## src/rtl/path_tracer_pkg.sv

```systemverilog
// Shared constants for the path tracer: default sizing and the controller
// state encoding, kept here so debug logic can decode the state register.
package path_tracer_pkg;

    localparam int DEFAULT_MAX_NODES   = 16;
    localparam int DEFAULT_INDEX_WIDTH = 4;

    typedef logic [1:0] state_t;

    localparam state_t S_IDLE    = 2'd0;
    localparam state_t S_COLLECT = 2'd1;
    localparam state_t S_EMIT    = 2'd2;
    localparam state_t S_FINISH  = 2'd3;

endpackage

```

## src/rtl/path_stack.sv

```systemverilog
// Synchronous LIFO holding node indices while the predecessor chain is walked.
// The pointer alone decides which entries are live.
module path_stack #(
    parameter int MAX_NODES   = path_tracer_pkg::DEFAULT_MAX_NODES,
    parameter int INDEX_WIDTH = path_tracer_pkg::DEFAULT_INDEX_WIDTH
) (
    input  logic                   clock,
    input  logic                   reset,
    input  logic                   push,
    input  logic                   pop,
    input  logic                   clear,
    input  logic [INDEX_WIDTH-1:0] push_data,
    output logic [INDEX_WIDTH-1:0] top,
    output logic [INDEX_WIDTH:0]   depth,
    output logic                   empty
);

    localparam int AW = (MAX_NODES > 1) ? $clog2(MAX_NODES) : 1;

    logic [INDEX_WIDTH-1:0] mem_q [MAX_NODES];
    logic [INDEX_WIDTH:0]   ptr_q, ptr_d;
    logic [INDEX_WIDTH:0]   top_idx;

    // NOTE: every variable assigned in always_comb gets a default first, so no latch is inferred.
    always_comb begin
        ptr_d = ptr_q;
        if (clear) begin
            ptr_d = '0;
        end else if (push) begin
            ptr_d = ptr_q + 1'b1;
        end else if (pop && !empty) begin
            ptr_d = ptr_q - 1'b1;
        end
    end

    // NOTE: sequential state uses non-blocking assignments only.
    always_ff @(posedge clock or negedge reset) begin
        if (!reset) begin
            ptr_q <= '0;
        end else begin
            ptr_q <= ptr_d;
        end
    end

    // NOTE: the storage array is deliberately not reset; an empty pointer makes its contents irrelevant.
    always_ff @(posedge clock) begin
        if (push) begin
            mem_q[ptr_q[AW-1:0]] <= push_data;
        end
    end

    assign top_idx = ptr_q - 1'b1;
    assign empty   = (ptr_q == '0);
    assign depth   = ptr_q;
    assign top     = empty ? '0 : mem_q[top_idx[AW-1:0]];

endmodule

```

## src/rtl/path_tracer.sv

```systemverilog
// Walks the predecessor chain from destination back to source into a LIFO,
// then streams the path source-first over valid/ready.
module path_tracer
    import path_tracer_pkg::*;
#(
    parameter int MAX_NODES   = DEFAULT_MAX_NODES,
    parameter int INDEX_WIDTH = DEFAULT_INDEX_WIDTH
) (
    input  logic                               clock,
    input  logic                               reset,
    input  logic [INDEX_WIDTH-1:0]             number_of_nodes,
    input  logic [INDEX_WIDTH*MAX_NODES-1:0]   prev_vector_flattened,
    input  logic                               start,
    input  logic [INDEX_WIDTH-1:0]             source,
    input  logic [INDEX_WIDTH-1:0]             destination,
    output logic                               busy,
    output logic [INDEX_WIDTH-1:0]             path_node,
    output logic                               path_valid,
    input  logic                               path_ready,
    output logic                               path_last,
    output logic [INDEX_WIDTH:0]               path_length,
    output logic                               done,
    output logic                               error
);

    // Predecessor value marking a node Dijkstra never reached.
    localparam logic [INDEX_WIDTH-1:0] UNVISITED = '1;

    state_t                 state_q, state_d;
    logic [INDEX_WIDTH-1:0] cur_q, cur_d;
    logic [INDEX_WIDTH-1:0] src_q, src_d;
    logic [INDEX_WIDTH:0]   length_q, length_d;
    logic                   error_q, error_d;

    logic                   stk_push, stk_pop, stk_clear;
    logic [INDEX_WIDTH-1:0] stk_top;
    logic [INDEX_WIDTH:0]   stk_depth;
    logic                   stk_empty;
    logic [INDEX_WIDTH-1:0] prev_of_cur;

    path_stack #(
        .MAX_NODES   (MAX_NODES),
        .INDEX_WIDTH (INDEX_WIDTH)
    ) u_stack (
        .clock     (clock),
        .reset     (reset),
        .push      (stk_push),
        .pop       (stk_pop),
        .clear     (stk_clear),
        .push_data (cur_q),
        .top       (stk_top),
        .depth     (stk_depth),
        .empty     (stk_empty)
    );

    always_comb begin
        prev_of_cur = '0;
        for (int j = 0; j < MAX_NODES; j++) begin
            if (cur_q == INDEX_WIDTH'(j)) begin
                prev_of_cur = prev_vector_flattened[INDEX_WIDTH*j +: INDEX_WIDTH];
            end
        end
    end

    assign busy       = (state_q != S_IDLE);
    assign path_valid = (state_q == S_EMIT) && !stk_empty;
    assign path_node  = path_valid ? stk_top : '0;
    assign path_last  = path_valid && (stk_depth == (INDEX_WIDTH+1)'(1));
    assign path_length = length_q;
    assign done       = (state_q == S_FINISH);
    assign error      = done && error_q;

    always_comb begin
        state_d   = state_q;
        cur_d     = cur_q;
        src_d     = src_q;
        length_d  = length_q;
        error_d   = error_q;
        stk_push  = 1'b0;
        stk_pop   = 1'b0;
        stk_clear = 1'b0;

        case (state_q)
            S_IDLE: begin
                if (start) begin
                    src_d     = source;
                    cur_d     = destination;
                    length_d  = '0;
                    error_d   = 1'b0;
                    stk_clear = 1'b1;
                    state_d   = S_COLLECT;
                end
            end
            S_COLLECT: begin
                // Range check outranks the cycle guard; a push only happens when both pass.
                if (cur_q >= number_of_nodes) begin
                    error_d = 1'b1;
                    state_d = S_FINISH;
                end else if (stk_depth == {1'b0, number_of_nodes}) begin
                    error_d = 1'b1;
                    state_d = S_FINISH;
                end else begin
                    stk_push = 1'b1;
                    if (cur_q == src_q) begin
                        length_d = stk_depth + 1'b1;
                        state_d  = S_EMIT;
                    end else if (prev_of_cur == UNVISITED) begin
                        error_d = 1'b1;
                        state_d = S_FINISH;
                    end else begin
                        cur_d = prev_of_cur;
                    end
                end
            end
            S_EMIT: begin
                if (path_valid && path_ready) begin
                    stk_pop = 1'b1;
                    if (path_last) begin
                        error_d = 1'b0;
                        state_d = S_FINISH;
                    end
                end
            end
            S_FINISH: begin
                state_d = S_IDLE;
            end
            default: begin
                state_d = S_IDLE;
            end
        endcase
    end

    always_ff @(posedge clock or negedge reset) begin
        if (!reset) begin
            state_q  <= S_IDLE;
            cur_q    <= '0;
            src_q    <= '0;
            length_q <= '0;
            error_q  <= 1'b0;
        end else begin
            state_q  <= state_d;
            cur_q    <= cur_d;
            src_q    <= src_d;
            length_q <= length_d;
            error_q  <= error_d;
        end
    end

endmodule

```

## config.mk

```make
export PLATFORM = sky130hd
export DESIGN_NAME = path_tracer
export DESIGN_NICKNAME = d
export VERILOG_FILES = /design/src/rtl/path_tracer_pkg.sv /design/src/rtl/path_stack.sv /design/src/rtl/path_tracer.sv
export SDC_FILE = /design/constraint.sdc
export NUM_CORES = 1
export LEC_CHECK = 0
export ABC_AREA = 1
export CAP_MARGIN = 20
export CORE_MARGIN = 8
export CORE_UTILIZATION = 45
export CTS_BUF_LIST = sky130_fd_sc_hd__clkbuf_4 sky130_fd_sc_hd__clkbuf_8
export DETAILED_ROUTE_END_ITERATION = 6
export GPL_TIMING_DRIVEN = 0
export PLACE_DENSITY = 0.74
export SETUP_SLACK_MARGIN = 0.1
export SYNTH_ARGS = -nofsm -noshare
export SYNTH_HDL_FRONTEND = slang
export SYNTH_SLANG_ARGS = --single-unit
```

## constraint.sdc

```tcl
create_clock -name clock -period 3.55 [get_ports clock]
set_input_delay 1.065 -clock clock [delete_from_list [all_inputs] [get_ports clock]]
set_output_delay 1.065 -clock clock [all_outputs]
set_load 0.01 [all_outputs]
```

### Word level (Yosys, flattened, before mapping)

Memory sizes are Yosys's and may differ from the RTL's.
Index checks and enable logic that the tools add are counted.

| storage, ports and cells | value |
|---|---|
| register bits | 21 |
| bits in writable memories | 64 |
| bits of input ports | 80 |
| output and inout bits | 14 |
| logic and storage cells | 118 |
| memories | 1 |

| cells by class | value |
|---|---|
| $add $sub $neg | 2 |
| magnitude comparators | 1 |
| equality and inequality tests | 33 |
| mux-type cells | 57 |
| reduce and logical (&&, ||, !) cells | 18 |

Memory list:

| name | words | bits a word | rd ports | clocked after memory_dff | wr ports | line | source |
|---|---|---|---|---|---|---|---|
| u_stack.mem_q | 16 | 4 | 1 | 0 | 1 | path_stack.sv:20 | `logic [INDEX_WIDTH-1:0] mem_q [MAX_NODES];` |

Operators by type and width:

| kind | number |
|---|---|
| $mux 4 | 23 |
| $eq 4x4->1 const B | 9 |
| $mux 5 | 7 |
| $eq 4x3->1 const B | 4 |
| $mux 1 | 16 |
| $mux 2 | 7 |
| $ne 2x2->1 const B | 7 |
| $reduce_and 6->1 | 2 |
| $pmux 5 s2 | 1 |
| $eq 4x2->1 const B | 2 |
| $ne 4x4->1 const B | 2 |
| $pmux 2 s4 | 1 |
| $pmux 4 s2 | 1 |
| $reduce_bool 3->1 | 2 |
| $add 5x1->5 const B | 1 |
| $eq 5x1->1 const B | 1 |
| $eq 5x4->1 | 1 |
| $logic_and 1x1->1 | 5 |
| $logic_not 5->1 | 1 |
| $ne 5x5->1 const B | 1 |
| $reduce_and 5->1 | 1 |
| $sub 5x1->5 const B | 1 |
| $eq 2x2->1 const B | 2 |
| $eq 4x1->1 const B | 1 |
| other kinds (11) | 12 |

### Longest topological paths before layout

Gate-level depths: netlist (run 1).

| depth | value |
|---|---|
| depth in word-level cells | 23 |
| depth in mapped cells | 21 |
| gate-level depth less buffers | 20 |

### Cells and area by module

Synthesis (run 1) repeated with hierarchy kept, for this count alone.

| second synthesis, totals | value |
|---|---|
| cells, all modules | 620 |
| area, all modules | 4,933.5 µm² |

By module, submodules not included:

| module | instances | cells an instance | area each (µm²) | sequential area each (µm²) |
|---|---|---|---|---|
| path_stack | 1 | 296 | 3,083.0 | 2,047.0 |
| path_tracer | 1 | 324 | 1,850.5 | 400.4 |

### Least setup slack after synthesis (run 1)

Ideal clock, no wire load.

| path | value |
|---|---|
| kind | register -> output |
| from | reg u_stack.ptr_q[0], in the netlist u_stack.depth[0] |
| to | out path_node[2] |
| arrival time | 2.521 ns |
| data required time | 2.485 ns |
| setup slack | -0.036 ns |
| cell stages (with the launch flop) | 12 |
| cell sequence | dfrtp_1 > buf_2 > inv_2 > clkbuf_1 > clkbuf_1 > ha_1 > inv_1 > clkbuf_1 > a21oi_1 > a221oi_1 > nor3_1 > nor3_1 |

| between the ends | value |
|---|---|
| word-level cells in the longest chain between the ends | 4 |
| elaborated cells on any way between the ends | 7 |

RTL lines:

| item | line | source |
|---|---|---|
| start: declaration | path_stack.sv:21 | `logic [INDEX_WIDTH:0] ptr_q, ptr_d;` |
| start signal: assignment | path_stack.sv:41 | `ptr_q <= ptr_d;` |
| $sub 5x1->5 or $logic_not 5->1 (tied branches) | -- |  |
| $mem_v2 16x4 or $logic_not 1->1 (tied branches) | -- |  |
| $mux 4 or $logic_and 1x1->1 (tied branches) | path_stack.sv:55, path_tracer.sv:66 |  |
| $mux 4 (*) | path_tracer.sv:67 | `assign path_node = path_valid ? stk_top : '0;` |
| end: declaration | path_tracer.sv:17 | `output logic [INDEX_WIDTH-1:0] path_node,` |

Mark *: on every way between the ends. The rest lies on a longest branch, timed or not.

### Worst setup path in the final report (run 1)

Same ends and word-level chain as after synthesis.

==> results of run 1 <==
power by group through the flow:
stage	logic (mW)	registers, mW	clock network, mW
2_1_floorplan	2.03	1.48	0
3_3_place_gp	2.78	1.55	0
3_5_place_dp	2.84	1.56	0
4_1_cts	3.46	1.54	0.690
5_1_grt	4.15	1.57	0.723
6_report	3.83	1.55	0.682
cell families after synthesis:
logic type | synth area share [%]
AO/OA/AOI/OAI | 10.8
XOR/XNOR | 2.21
adder cells (fa/ha/maj) | 3.15
buffers and inverters | 6.28
flip-flops | 51.4
multiplexers | 1.16
AND/OR/NAND/NOR | 25.0
per-stage QoR:
step	hold slack, ns	utilization (%)	std cells	worst slack, ns
after detailed placement	0.469	56.9	754	-1.03
after global routing	0.522	63.8	784	0.0269
after global placement	0.463	56.9	754	-0.982
after floorplan	0.442	-	525	0.157
final	0.491	63.8	784	0.105
after CTS	0.494	62.2	781	0.0310
state kept, by name (all words and copies together) (netlist names):
register / count
state_q: 2
u_stack.depth: 5
cur_q: 4
src_q: 4
path_length: 5
error_q: 1
u_stack.mem_q: 64
worst max path at each step:
stage,from,end
after floorplan,u_stack.depth[0]$_DFFE_PN0P_,path_node[2]
after global placement,u_stack.depth[0]$_DFFE_PN0P_,path_node[2]
after detailed placement,u_stack.depth[0]$_DFFE_PN0P_,path_node[2]
after CTS,u_stack.depth[0]$_DFFE_PN0P_,path_node[3]
after global routing,u_stack.depth[2]$_DFFE_PN0P_,path_node[3]
final,u_stack.depth[0]$_DFFE_PN0P_,path_node[2]
per-layer routing:
metal,track usage [%],vias up,part of all wire (%)
met3,4.49,24,6.7
met4,5.14,0,1.9
met2,34.2,164,52
li1,-,2045,-
met5,0,-,0
met1,21.9,1983,40
worst max-delay path, cell delays in order, from the launching register on:
cell and delay, ns:
dfrtp_1 0.39, buf_6 0.14, inv_8 0.04, clkbuf_16 0.14, ha_4 0.27, inv_6 0.09, buf_8 0.14, a21oi_4 0.04
a221oi_4 0.29, nor3_2 0.07, nor3_2 0.23, buf_2 0.17
cell type report:
cell class                 count  area share, %
clock buffer                   9           1.88
buffer                        18           2.83
sequential                    85           37.1
clock inverter                 7           1.10
tap                          136           2.58
timing repair buffer         108           16.0
multi-input combinational    368           35.2
inverter                      53           3.28
cells in the final DEF, fill, tap and decap left out, types with 3 or more instances in the layout:
master           count
nand2_1            124
a21oi_2             14
dfrtp_1             21
o22ai_1              5
buf_2                5
buf_8                3
nand2_4              3
nor3_2               4
nand2_2              5
a21oi_1             23
xor2_1               8
and3_1               3
o21ai_0             11
inv_2                4
nand3_2              3
a22oi_2              6
a221oi_2             8
clkbuf_2             4
nor3_1               3
nor3_4               3
nor2_1              35
clkdlybuf4s50_1     88
clkinv_1             3
inv_1               43
nand3_1             40
edfxtp_1            64
ha_1                11
mux2_2               4
nor2_2              15
buf_4               14
buf_6                4
inv_6                3
nand4_1             10
clkbuf_8            10
timing repair:
item / CTS / global route
gates cloned: 1 / 0
gates resized for setup: 77 / 40
buffers inserted: 10 / 4
endpoints found under the setup margin: 18 / 63
pin swaps: 15 / 16
endpoints found under the hold margin: 0 / 0
==> flow_metrics.env, run 1 <==
export IMPL_numCtsBuffers=9
export IMPL_dpl_cell_area_sq_um=5880
export IMPL_maxCapViolCount=0
export IMPL_num_rows=37
export IMPL_hold_depth=2
export IMPL_finalSetupTns_ns=0
export IMPL_grt_pass1_vias=4371
export IMPL_vias=4216
export IMPL_p_seq_share_pct=25.6
export IMPL_outcome="finished, final reports clean"
export IMPL_synth_top_area_cell="edfxtp_1"
export IMPL_clock_power_share_pct=11.2
export IMPL_die_w_um=119
export IMPL_synth_async_sr_flop_share_pct=24.7
export IMPL_yosysSeqAreaShare_pct=51.4
export IMPL_vias_per_cell=5.38
export IMPL_grt_use_total_pct=18.9
export IMPL_fill_cells=790
export IMPL_port_buffers=93
export IMPL_hold_start="error_q$_DFFE_PN0P_"
export IMPL_firstDrtPassIters=7
export IMPL_setup_viol=0
export IMPL_h_tree_depth=3
export IMPL_pin_count=94
export IMPL_synth_seq_cells=85
export IMPL_synth_most_common_cell="nand2_1"
export IMPL_ctsHoldBuffers=0
export IMPL_final_area_sq_um=6590
export IMPL_synth_cells=525
export IMPL_place_congestion=0.899
export IMPL_drc=0
export IMPL_required_ns=2.48
export IMPL_ys_flop_type="edfxtp_1"
export IMPL_wirelength_um=13900
export IMPL_synth_cell_types=44
export IMPL_synth_top_area_share_pct=40.4
export IMPL_cts_max_path_buffers=2
export IMPL_max_slew_worst_pin_slew_ns=0.946
export IMPL_max_freq_ghz=0.290
export IMPL_fin_skew_ns=0.0114
export IMPL_cp_arrival_ns=2.38
export IMPL_die_h_um=119
export IMPL_rsz0062_at_grt="true"
export IMPL_hold_viol_final=0
export IMPL_cts_sinks=85
export IMPL_reg2reg_to="u_stack.mem_q[10][2]$_DFFE_PP_"
export IMPL_synth_net_count=617
export IMPL_synthTopCellsByCount="nand2_1 (126), edfxtp_1 (64), inv_1 (46), nor2_1 (41), nand3_1 (40)"
export IMPL_p_sw_mw=2.82
export IMPL_reg2regPathDepth=13
export IMPL_core_area_sq_um=10300
export IMPL_power_mw=6.06
export IMPL_intPower_mw=3.24
export IMPL_fin_crit_ns=3.44
export IMPL_endpoint_kind="output port"
export IMPL_netSwitchingFraction_pct=46.6
export IMPL_peakVddDrop_v=0.000609
export IMPL_crit_type="reg2out"
export IMPL_die_area_sq_um=14100
export IMPL_antenna_found_initial=0
export IMPL_synth_area_sq_um=4760
export IMPL_worst_setup_path_start_kind="flop"
export IMPL_synth_area_leaders="edfxtp_1 (40%), dfrtp_1 (11%), nand2_1 (9.9%)"
export IMPL_cp_max_fo=5
export IMPL_ys_warnings_count=0
export IMPL_p_comb_share_pct=63.2
export IMPL_final_max_slew_viol_count=0
export IMPL_grt_pass1_wl_um=21700
export IMPL_reg2reg_slack_ns=0.46
export IMPL_num_nets_final=735
export IMPL_synth_edf_count=64
export IMPL_period_share_pct=97.0
export IMPL_hold_path_class="reg2reg"
export IMPL_final_layout_size_suffix_gt1_share_pct=21.5
export IMPL_tritoncts="done"
export IMPL_maxSlewHeadroom_pct=36.7
export IMPL_synthToLayoutAreaGrowth_pct=38.4
export IMPL_hold_path_end="error_q$_DFFE_PN0P_"
export IMPL_power_density_nw_per_um2=920
export IMPL_post_dp_hpwl_um=9880
export IMPL_antenna_cells=0
export IMPL_wl_per_cell_um=17.7
export IMPL_seq_area_sq_um=2450
export IMPL_root_buffer="clkbuf_8"
export IMPL_p_leak_nw=2.61
export IMPL_ant_nets=0
export IMPL_clk_pin_slew_worst_paths_ns=0.08
export IMPL_r2r_start="cur_q[0]$_DFFE_PN0P_"
export IMPL_overflow=0
export IMPL_clk_latency_ns=0.36
export IMPL_start_util_pct=46.1
export IMPL_multi_input_area_sq_um=2320
export IMPL_grt_start_max_net_pins=24
export IMPL_avgSynthCellArea_sq_um=9.07
export IMPL_drtIter0Drc=281
Power figures use the tool's default switching activity.
==> inputs of run 2 (changes only) <==
CORE_UTILIZATION = 40   (was 45)
PLACE_DENSITY = 0.67   (was 0.74)
==> run 2 against run 1 <==
Effect of this change:
- critical path depth stayed put
- largest power group unchanged
- core utilization is 8.2 points lower
- critical path type unchanged
- sequential power hardly changed
- worst hold slack worse by 0.0051 ns
- non-clock buffer count is 6 higher
- sequential share of layout area is 0.11 points higher
==> flow_metrics.env, run 2 (same netlist as run 1, synthesis figures left out) <==
export IMPL_grt_pass1_wl_um=22000
export IMPL_ant_nets=0
export IMPL_cts_max_path_buffers=2
export IMPL_h_tree_depth=3
export IMPL_crit_family="buffers and inverters"
export IMPL_die_h_um=125
export IMPL_cts_sinks=85
export IMPL_period_share_pct=98.3
export IMPL_die_w_um=125
export IMPL_layout_common_cells="nand2_1 (124), clkdlybuf4s50_1 (88), edfxtp_1 (64)"
export IMPL_vias_per_cell=5.41
export IMPL_required_ns=2.48
export IMPL_numCtsBuffers=9
export IMPL_p_leak_nw=2.61
export IMPL_peakVddDrop_v=0.000481
export IMPL_finalSetupTns_ns=0
export IMPL_holdWs_ns=0.486
export IMPL_num_nets_final=741
export IMPL_max_freq_ghz=0.287
export IMPL_place_congestion=0.883
export IMPL_outcome="finished, final reports clean"
export IMPL_power_density_nw_per_um2=903
export IMPL_cp_arrival_ns=2.43
export IMPL_overflow=0
export IMPL_cp_num_buf_inv=6
export IMPL_root_buffer="clkbuf_8"
export IMPL_fin_skew_ns=0.0121
export IMPL_core_area_sq_um=11800
export IMPL_pin_count=94
export IMPL_wl_per_cell_um=17.2
export IMPL_crit_slowest_cell="dfrtp_1"
export IMPL_cp_max_fo=4
export IMPL_fin_crit_ns=3.49
export IMPL_grt_pass1_vias=4431
export IMPL_dr_wl_met2_um=6810
export IMPL_synthToLayoutAreaGrowth_pct=38.0
export IMPL_hold_viol_final=0
export IMPL_seq_area_sq_um=2450
export IMPL_path_cells="buf_6 > inv_6 > clkbuf_16 > ha_4 > inv_4 > buf_4 > a21oi_1 > a221oi_2 > nor3_1 > nor3_2 > buf_2"
export IMPL_ctsHoldBuffers=0
export IMPL_max_slew_worst_pin_slew_ns=0.844
export IMPL_num_rows=40
export IMPL_port_buffers=93
export IMPL_final_common_cell="nand2_1"
export IMPL_grt_use_total_pct=17.2
export IMPL_drc=0
export IMPL_worst_setup_path_start_kind="flop"
export IMPL_final_max_slew_viol_count=0
export IMPL_drt_met1_wl_um=5600
export IMPL_drtIter0Drc=299
export IMPL_vias=4334
export IMPL_endpoint_kind="output port"
export IMPL_slowest_delay_ns=0.44
export IMPL_final_layout_size_suffix_gt1_share_pct=21.4
export IMPL_die_area_sq_um=15700
export IMPL_wl_met3_um=889
export IMPL_rsz0062_at_grt="true"
export IMPL_grt_start_max_net_pins=24
export IMPL_multi_input_area_sq_um=2280
export IMPL_route_top_layer_used="met4"
export IMPL_antenna_cells=0
export IMPL_maxSlewHeadroom_pct=43.7
export IMPL_hold_path_class="reg2reg"
export IMPL_wirelength_um=13800
export IMPL_firstDrtPassIters=7
export IMPL_clk_latency_ns=0.37
export IMPL_clk_pin_slew_worst_paths_ns=0.09
export IMPL_post_dp_hpwl_um=9920
export IMPL_antenna_found_initial=0
export IMPL_maxCapViolCount=0
export IMPL_fill_cells=1025
export IMPL_tritoncts="done"
export IMPL_setup_viol=0
export IMPL_largest_reg_flops=64
export IMPL_start_util_pct=40.3
export IMPL_crit_type="reg2out"
-- run 2: cell count changes in the layout (fill, tap and decap cells not counted), sizes merged --
cell | before | now
inv | 53 | 55
clkbuf | 17 | 19
bufinv | 1 | 0
buf | 29 | 33
clkinv | 5 | 4
-- run 2: area by class of cell --
type | count | share of cell area (%)
inverter | 53 | 3.18
clock inverter | 7 | 0.838
timing repair buffer | 114 | 16.6
clock buffer | 9 | 1.89
multi-input combinational | 368 | 34.7
tap | 147 | 2.80
sequential | 85 | 37.3
buffer | 18 | 2.78
-- run 2: path summary, 6_finish.rpt --
| path | from | endpoint | slack [ns] | cells past startpoint |
|---|---|---|---|---|
| hold / removal | error_q$_DFFE_PN0P_ | error_q$_DFFE_PN0P_ | 0.49 | 2 |
| hold reg to reg | error_q$_DFFE_PN0P_ | error_q$_DFFE_PN0P_ | 0.49 | 2 |
| max in group asynchronous | reset | u_stack.depth[1]$_DFFE_PN0P_ | 2.08 | 2 |
| setup reg to reg | cur_q[0]$_DFFE_PN0P_ | u_stack.mem_q[7][2]$_DFFE_PP_ | 0.43 | 13 |
| min in group asynchronous | reset | error_q$_DFFE_PN0P_ | 1.02 | 1 |
| setup / recovery | u_stack.depth[0]$_DFFE_PN0P_ | path_node[2] | 0.06 | 11 |
-- run 2: through the flow --
step | instances | area, sq um | total power [mW] | setup slack (ns) | util [%]
2_1_floorplan | 525 | 4770 | 3.51 | 0.157 | -
3_3_place_gp | 765 | 5890 | 4.35 | -0.917 | 49.9
3_5_place_dp | 765 | 5890 | 4.41 | -0.948 | 49.9
4_1_cts | 792 | 6400 | 5.64 | -0.00321 | 54.2
5_1_grt | 801 | 6570 | 6.31 | 0.0119 | 55.6
6_report | 801 | 6570 | 5.93 | 0.0599 | 55.6
-- run 2: power breakdown --
group / internal [mW] / switching (mW) / leakage (nW)
Sequential: 1.33 / 0.225 / 0.842
Clock: 0.263 / 0.382 / 0.0887
Combinational: 1.56 / 2.18 / 1.68
-- run 2: timing repair --
item | in CTS | in global routing
setup buffers | 9 | 9
resized for setup | 77 | 32
pin swaps | 15 | 10
endpoints found under the setup margin | 18 | 65
cloned | 2 | 0
-- run 2: per-layer routing --
layer,vias to the layer above,global-route usage (%)
met3,36,4.42
li1,2053,-
met4,0,7.23
met1,2066,20.0
met5,-,0
met2,179,29.4
-- run 2: worst min-delay path, stage by stage, from the launching register on --
cell and delay [ns]:
dfrtp_1 0.35, nand2_1 0.05, nand2_1 0.05
